File: src/rtl/cci_mpf_csr_event_counter_bank.sv
// cci_mpf_csr_event_counter_bank
//
// Generic bank of event counters for the MPF shims. Every channel adds its
// per-cycle increment into a live counter and records a sticky overflow flag.
// An optional shadow bank holds an atomic snapshot of all live counters.
// Reads go through a fixed two-stage pipeline, with one request accepted per
// cycle. Reading index N_EVENTS returns the overflow vector. Reading any
// higher index returns zero.
module cci_mpf_csr_event_counter_bank #(
    parameter int N_EVENTS    = 8,
    parameter int INC_WIDTH   = 1,
    parameter int CNT_WIDTH   = 48,
    parameter int SATURATE    = 0,
    parameter int SNAPSHOT_EN = 1,
    localparam int RD_W  = $clog2(N_EVENTS + 1),
    localparam int CLR_W = (N_EVENTS > 1) ? $clog2(N_EVENTS) : 1
) (
    input  logic                          clk,
    input  logic                          reset,
    input  logic [N_EVENTS*INC_WIDTH-1:0] evt_inc,
    input  logic                          rd_req_valid,
    input  logic [RD_W-1:0]               rd_req_idx,
    output logic                          rd_rsp_valid,
    output logic [63:0]                   rd_rsp_data,
    input  logic                          clr_valid,
    input  logic [CLR_W-1:0]              clr_idx,
    input  logic                          clr_all,
    input  logic                          snap
);

    localparam int SUM_W = CNT_WIDTH + 1;

    // Live counters, overflow flags, and the bank that reads observe.
    logic [CNT_WIDTH-1:0] cnt_live [N_EVENTS];
    logic [CNT_WIDTH-1:0] rd_bank  [N_EVENTS];
    logic [N_EVENTS-1:0]  ovf;

    genvar i;
    generate
        for (i = 0; i < N_EVENTS; i++) begin : g_ch
            logic                 clr_hit;
            logic [CNT_WIDTH-1:0] base;
            logic [SUM_W-1:0]     sum;
            logic [CNT_WIDTH-1:0] cnt_q;
            logic                 ovf_q;

            // A clear applies before the increment of the same cycle. The sum
            // is one bit wider than the counter so that its top bit is the
            // carry out of the add.
            assign clr_hit = clr_all | (clr_valid & (clr_idx == CLR_W'(i)));
            assign base    = clr_hit ? '0 : cnt_q;
            assign sum     = {1'b0, base} + SUM_W'(evt_inc[i*INC_WIDTH +: INC_WIDTH]);

            // Counter update. A carry sets the sticky overflow flag. The
            // counter then either saturates at all-ones or keeps the wrapped
            // low bits.
            always_ff @(posedge clk) begin
                if (reset) begin
                    cnt_q <= '0;
                    ovf_q <= 1'b0;
                end else if (sum[CNT_WIDTH]) begin
                    cnt_q <= (SATURATE != 0) ? '1 : sum[CNT_WIDTH-1:0];
                    ovf_q <= 1'b1;
                end else begin
                    cnt_q <= sum[CNT_WIDTH-1:0];
                    ovf_q <= clr_hit ? 1'b0 : ovf_q;
                end
            end

            assign cnt_live[i] = cnt_q;
            assign ovf[i]      = ovf_q;

            if (SNAPSHOT_EN != 0) begin : g_shadow
                logic [CNT_WIDTH-1:0] shadow_q;

                // Snapshot captures the pre-update live value. This value
                // excludes the increments of this cycle and is taken before
                // any clear. Clears never touch the shadow.
                always_ff @(posedge clk) begin
                    if (reset) begin
                        shadow_q <= '0;
                    end else if (snap) begin
                        shadow_q <= cnt_q;
                    end
                end

                assign rd_bank[i] = shadow_q;
            end else begin : g_live
                assign rd_bank[i] = cnt_q;
            end
        end

        if (SNAPSHOT_EN == 0) begin : g_no_snap
            logic unused_snap;
            assign unused_snap = snap;
        end
    endgenerate

    // Read pipeline stage 1 and stage 2 registers.
    logic            s1_valid;
    logic [RD_W-1:0] s1_idx;
    logic            s1_is_cnt;
    logic            s1_is_ovf;
    logic [63:0]     mux_data;

    // Stage 1 registers the request and pre-decodes which source it selects.
    // An out-of-range index selects neither source and therefore reads zero.
    always_ff @(posedge clk) begin
        if (reset) begin
            s1_valid  <= 1'b0;
            s1_idx    <= '0;
            s1_is_cnt <= 1'b0;
            s1_is_ovf <= 1'b0;
        end else begin
            s1_valid  <= rd_req_valid;
            s1_idx    <= rd_req_idx;
            s1_is_cnt <= rd_req_valid && (rd_req_idx < RD_W'(N_EVENTS));
            s1_is_ovf <= rd_req_valid && (rd_req_idx == RD_W'(N_EVENTS));
        end
    end

    // Select the zero-extended counter or status word for the stage 1 request.
    // The result is zero when no request is in stage 1.
    always_comb begin
        mux_data = '0;
        if (s1_is_ovf) begin
            mux_data = 64'(ovf);
        end else if (s1_is_cnt) begin
            for (int k = 0; k < N_EVENTS; k++) begin
                if (s1_idx == RD_W'(k)) begin
                    mux_data = 64'(rd_bank[k]);
                end
            end
        end
    end

    // Stage 2 registers the response. Reset drops any read in flight.
    always_ff @(posedge clk) begin
        if (reset) begin
            rd_rsp_valid <= 1'b0;
            rd_rsp_data  <= '0;
        end else begin
            rd_rsp_valid <= s1_valid;
            rd_rsp_data  <= mux_data;
        end
    end

endmodule
File: config.mk
export PLATFORM = sky130hd
export DESIGN_NAME = cci_mpf_csr_event_counter_bank
export DESIGN_NICKNAME = d
export VERILOG_FILES = /design/src/rtl/cci_mpf_csr_event_counter_bank.sv
export SDC_FILE = /design/constraint.sdc
export NUM_CORES = 2
export LEC_CHECK = 0
export BUFFER_PORTS_ARGS = -buffer_cell sky130_fd_sc_hd__buf_2
export CAP_MARGIN = 20
export CORE_UTILIZATION = 40
export CTS_BUF_LIST = sky130_fd_sc_hd__clkbuf_4 sky130_fd_sc_hd__clkbuf_8
export CTS_CLUSTER_SIZE = 12
export DETAILED_ROUTE_END_ITERATION = 10
export SETUP_SLACK_MARGIN = 0.2
export SLEW_MARGIN = 0
export SYNTH_ARGS = -nofsm -noshare
export SYNTH_HDL_FRONTEND = slang
export SYNTH_SLANG_ARGS = --single-unit
File: constraint.sdc
create_clock -name clk -period 5.6 [get_ports clk]
set_input_delay 1.4 -clock clk [delete_from_list [all_inputs] [get_ports clk]]
set_output_delay 1.4 -clock clk [all_outputs]
set_load 0.005 [all_outputs]
* After elaboration in Yosys (flattened, before gate mapping)
Cells that the tools add are included.
** Operators by class
- $add $sub $neg :: 8
- $lt $le $gt $ge :: 1
- Eq/ne operators :: 15
- Muxes and demuxes :: 34
- Bitwise logic cells :: 17
- Reduce and logical (&&, ||, !) cells :: 14
** Operators with widths (count)
- 48-bit 2-to-1 mux :: 16
- 48-bit by 1-bit adder with 49-bit output :: 8
- 4-bit by 3-bit == test with 1-bit output (second input constant) :: 4
- 1-bit 2-to-1 mux :: 16
- 8-bit 2-to-1 mux :: 2
- 2-bit nonzero test :: 8
- 3-bit == test (second input constant) :: 4
- 10-bit OR reduction :: 1
- 1-bit AND :: 8
- 4-bit by 2-bit == test with 1-bit output (second input constant) :: 2
- 1-bit bitwise OR :: 8
- 3-bit by 2-bit == test with 1-bit output (second input constant) :: 2
- 4-bit by 1-bit == test with 1-bit output (second input constant) :: 1
- 4-bit == test (second input constant) :: 1
- 4-bit zero test :: 1
- 4-bit < comparator (second input constant) :: 1
- 3-bit by 1-bit == test with 1-bit output (second input constant) :: 1
- 3-bit zero test :: 1
- 3-bit OR reduction :: 1
- 1-bit logical AND :: 2
- 1-bit inverter :: 1
** Word-level totals
- Register bits after elaboration :: 848
- Input bits :: 21
- Output and inout port bits :: 65

* Depth between registers and ports, before layout
- Word-level depth :: 11
- Mapped depth :: 14
- Gate-level depth less buffers :: 10

* Worst setup path after synthesis
Ideal clock, no wire load.
- Path type :: input to register
- From :: input clr_all
- To :: register g_ch[7].cnt_q[38]
- Library setup time :: 0.072 ns
- Arrival :: 4.533 ns
- Data required time :: 5.528 ns
- Path slack :: 0.996 ns
- Cell stages on the path :: 14
- Cell sequence :: clkbuf_1 clkbuf_1 a41oi_1 clkbuf_1 clkbuf_1 and2_1 ha_1 ha_1 and4_1 clkbuf_1 nand4_1 or2_2 nor4_1 mux2i_1
** On the way
- Word-level cells in the longest chain between the ends :: 3
** RTL lines
- start: declaration :: line 27 : input logic clr_all,
- 1-bit bitwise OR :: line 50 : assign clr_hit = clr_all | (clr_valid & (clr_idx == CLR_W'(i)));
- 48-bit 2-to-1 mux :: line 51 : assign base = clr_hit ? '0 : cnt_q;
- 48-bit by 1-bit adder with 49-bit output :: line 52 : assign sum = {1'b0, base} + SUM_W'(evt_inc[i*INC_WIDTH +: INC_WIDTH]);
- end signal: assignment :: line 62 : cnt_q <= (SATURATE != 0) ? '1 : sum[CNT_WIDTH-1:0];
- end signal: assignment :: line 65 : cnt_q <= sum[CNT_WIDTH-1:0];
- end: declaration :: line 44 : logic [CNT_WIDTH-1:0] cnt_q;
Every way passes these cells.
A chain may end at the register's enable or synchronous reset.

* Final worst setup path
- From :: input clr_idx[2]
- To :: register g_ch[2].cnt_q[42]
** On the way
- Word-level cells in the longest chain between the ends :: 5
** RTL lines
- start: declaration :: line 26 : input logic [CLR_W-1:0] clr_idx,
- 3-bit by 2-bit == test with 1-bit output :: line 50
- 1-bit AND :: line 50
- 1-bit bitwise OR :: line 50
- 48-bit 2-to-1 mux :: line 51
- 48-bit by 1-bit adder with 49-bit output :: line 52
- end signal: assignment :: line 62
- end signal: assignment :: line 65
- end: declaration :: line 44
Every way passes these cells.

==> Implementation_results.wiki <==
{| class="wikitable"
! Metric !! Value
|-
| Setup repair after global routing missed its margin || no
|-
| Hold/Removal Path Class || flip-flop to flip-flop
|-
| Number of H-tree branching levels || 4
|-
| Critical-path maximum fanout || 14
|-
| Synthesis-to-layout area growth || 12.48%
|-
| Transition at the pin with the smallest max-transition slack || 1224 ps
|-
| Via count of the first global-routing pass || 27440
|-
| Largest area contributor in the synthesized netlist || dfxtp_1
|-
| Die Y-Extent || 305.8 um
|-
| WS Path Type || primary input to flip-flop
|-
| DRT antenna net count || 0
|-
| Max_slew headroom || 18.16%
|-
| Leading cell types by total area after synthesis || dfxtp_1 45%, mux2i_1 11%, nor2_1 7.3%, xor2_1 2.5%, mux4_2 2.3%
|-
| Total global routing track utilization || 24.09%
|-
| Vias per inst || 5.688
|-
| Endpoint of the lowest-slack register-to-register path || rd_rsp_data[23]
|-
| Min Clock Period, post-route || 3996 ps
|-
| Mean instance size in the synthesized netlist || 9.112 um^2
|-
| Post-CTS resize count || 0
|-
| Global-route track usage on met3 || 3.892%
|-
| Required @ worst endpoint || 6330 ps
|-
| Effective utilization at floorplan || 40.35%
|-
| Post-CTS repair timing setup buffer count || 0
|-
| Max-Cap Viols || 0
|-
| Startpoint of the tightest hold check path || s1_valid
|-
| Async set or reset register ratio after synthesis || 0%
|-
| Drt initial violations || 2989
|-
| Most used flip-flop cell after synthesis || dfxtp_1
|-
| Area fraction of the dominant cell type after synthesis || 45.10%
|-
| Grt total ovfl || 0
|-
| Met2 layer usage reported by global route || 37.10%
|-
| Count of final setup violators || 0
|-
| Full die area || 93540 um^2
|-
| Worst setup slack for register-to-register paths || 2190 ps
|-
| Number of cells produced by synthesis || 4053
|-
| Cell with the most instances after synthesis || dfxtp_1
|-
| Residual DRC count || 0
|-
| CTS tree || done
|-
| Number of enable flip-flop cells after synthesis || 0
|-
| Syn. warnings || 0
|-
| Pre-antenna DRT Iters || 5
|-
| GR Util met1 || 33.64%
|-
| Core footprint || 91520 um^2
|-
| Worst vdd ir || 0.1630 mV
|-
| Share of post-route cells with drive strength above 1 || 11.57%
|-
| Register clock-pin slew on the reported worst setup and hold paths || 60 ps
|-
| Number of antenna violations at the first check in global routing || 3
|-
| Final worst-path cycle share || 71.35%
|-
| Power density normalized to cell area || 299.4 nW/um^2
|-
| Post-layout net count || 4114
|-
| Worst hold stages || 1
|-
| Num Clock Sinks || 832
|-
| Unique masters post-synth || 78
|-
| Startpoint class of the critical path || primary input
|-
| Hold buffer count at cts || 0
|-
| Leakage power || 15.09 nW
|-
| HPWL after detailed placement || 81840 um
|-
| Seq/Total Area, Yosys || 45.10%
|-
| Number of hold violations in the final report || 0
|-
| Number of register bits inferred by synthesis || 832
|-
| Maximum clock skew at final layout || 27.88 ps
|-
| Number of I/O pins || 86
|-
| Top cell types by occurrence after synthesis || 832 x dfxtp_1, 717 x nor2_1, 410 x mux2i_1
|-
| Worst flop-to-flop path startpoint || s1_idx[2]
|-
| Buffer levels on the longest clock path || 3
|-
| Setup TNS after final layout || 0 ps
|-
| Max-slew violations || 0
|-
| Hold worst-path end || rd_rsp_valid
|-
| Clock latency of the later-clocked register in the worst-skew pair || 810 ps
|-
| Placed standard-cell area || 38340 um^2
|-
| Worst Path Arrival || 4720 ps
|-
| Total clock buffers created by CTS || 148
|-
| # rows || 111
|-
| Die span in x || 305.8 um
|-
| Post-route cell area || 41540 um^2
|-
| Per-cell routed wire length || 21.44 um
|-
| Outcome || finished clean
|-
| Crit path capture type || flip-flop
|-
| Global-route layer with the greatest usage || met2
|-
| Pin count of the biggest net entering global routing || 194
|-
| Worst Reg-to-Reg Cells || 7
|-
| First-pass GRT wire length || 172800 um
|-
| Wire length reported by the detailed router || 115200 um
|-
| Post-synth design cell area || 36930 um^2
|-
| Routability cong. || 0.8703
|-
| Port bufs || 69
|-
| Vias after detailed routing || 30560
|-
| Root Buffer Master || clkbuf_8
|-
| Filler cell count || 8830
|-
| Achievable clock frequency || 0.2503 GHz
|}
==> stage by stage <==
step,hold slack [ps],total power [mW],utilization (%),setup slack [ps],cells
6_report,454.4,12.44,45.38,1604,5372
4_1_cts,463.1,12.54,45.35,1690,5369
5_1_grt,474.0,12.85,45.38,1435,5371
2_1_floorplan,413.8,6.402,-,995.6,4068
3_3_place_gp,441.3,6.547,41.81,919.8,5106
3_5_place_dp,431.5,6.553,41.89,827.9,5110
==> metal layers <==
layer	routed length, um	vias to the layer above
li1	-	14630
met1	52670	14800
met2	51560	951
met3	7088	174
met4	3865	2
met5	12	-
==> sequential cells by signal, summed over array words and instances, names as in the netlist <==
register and count:
g_ch.cnt_q 384, g_ch.g_shadow.shadow_q 384, g_ch.ovf_q 8, rd_rsp_data 48
rd_rsp_valid 1, s1_idx 4, s1_is_cnt 1, s1_is_ovf 1
s1_valid 1
==> worst max-delay path, cell delays in order <==
cell and delay (ps):
buf_2 220, nand4bb_1 530, and3_1 240, ha_1 200, ha_1 200, and3_1 320
nand4_4 200, or4b_1 710, or4_1 550, a21oi_1 140
==> how the worst max path moves through the flow <==
stage                from                 to  cells past startpoint
4_1_cts        clr_idx[2]  g_ch[2].cnt_q[42]                     10
3_5_place_dp   clr_idx[2]  g_ch[2].cnt_q[42]                     10
5_1_grt        clr_idx[2]  g_ch[2].cnt_q[38]                     10
6_report       clr_idx[2]  g_ch[2].cnt_q[42]                     10
2_1_floorplan     clr_all  g_ch[7].cnt_q[38]                     14
3_3_place_gp   clr_idx[2]  g_ch[2].cnt_q[42]                     10
==> cell type report <==
| class | count | area (um^2) | share of cell area (%) |
|---|---|---|---|
| Multi-Input combinational cell | 2928 | 19120 | 46.03 |
| Sequential cell | 832 | 16660 | 40.11 |
| Timing Repair Buffer | 122 | 943.4 | 2.271 |
| Tap cell | 1186 | 1484 | 3.573 |
| Antenna cell | 2 | 5.005 | 0.01205 |
| Clock buffer | 238 | 2963 | 7.133 |
| Clock inverter | 21 | 197.7 | 0.4759 |
| Inverter | 43 | 161.4 | 0.3886 |
==> cell usage in the layout (no fill, tap or decap), types with 18 or more instances in the layout <==
| cell type | netlist | routed |
|---|---|---|
| a211oi_1 | 32 | 32 |
| a21oi_1 | 159 | 159 |
| a22oi_1 | 45 | 45 |
| and2_1 | 28 | 28 |
| and3_1 | 71 | 71 |
| and4_1 | 40 | 40 |
| buf_2 | 20 | 67 |
| buf_4 | 18 | 39 |
| clkbuf_4 | 0 | 50 |
| clkbuf_8 | 0 | 188 |
| dfxtp_1 | 832 | 829 |
| ha_1 | 18 | 18 |
| inv_1 | 41 | 41 |
| mux2i_1 | 410 | 410 |
| mux4_2 | 38 | 38 |
| nand2_1 | 226 | 226 |
| nand2b_1 | 18 | 18 |
| nand3_1 | 163 | 162 |
| nand4_1 | 136 | 136 |
| nor2_1 | 717 | 717 |
| nor2b_1 | 30 | 30 |
| nor3_1 | 55 | 53 |
| nor4_1 | 41 | 41 |
| o211ai_1 | 31 | 31 |
| o21ai_0 | 75 | 75 |
| o221ai_1 | 32 | 32 |
| o31ai_1 | 60 | 60 |
| or3_1 | 60 | 60 |
| or4_1 | 83 | 83 |
| xnor2_1 | 80 | 80 |
| xor2_1 | 107 | 107 |
==> where the power goes <==
part / internal (mW) / switching, mW / total, mW
clock network: 3.44 / 2.57 / 6.01
registers: 5.93 / 0.0199 / 5.95
logic: 0.142 / 0.333 / 0.476
total: 9.51 / 2.92 / 12.4
==> kinds of logic (layout without fill, tap and decap cells) <==
| group | after synthesis | count (layout) | share of synthesized area, % |
|---|---|---|---|
| buffers and inverters | 308 | 424 | 3.385 |
| multiplexers | 455 | 455 | 13.64 |
| flip-flops | 832 | 832 | 45.10 |
| XOR/XNOR | 187 | 187 | 4.435 |
| AO/OA/AOI/OAI | 511 | 511 | 9.175 |
| adder cells (fa/ha/maj) | 18 | 18 | 0.6099 |
| other | 1 | 18 | 0.01015 |
| AND/OR/NAND/NOR | 1741 | 1741 | 23.64 |
(Power assumes the default switching activity.)
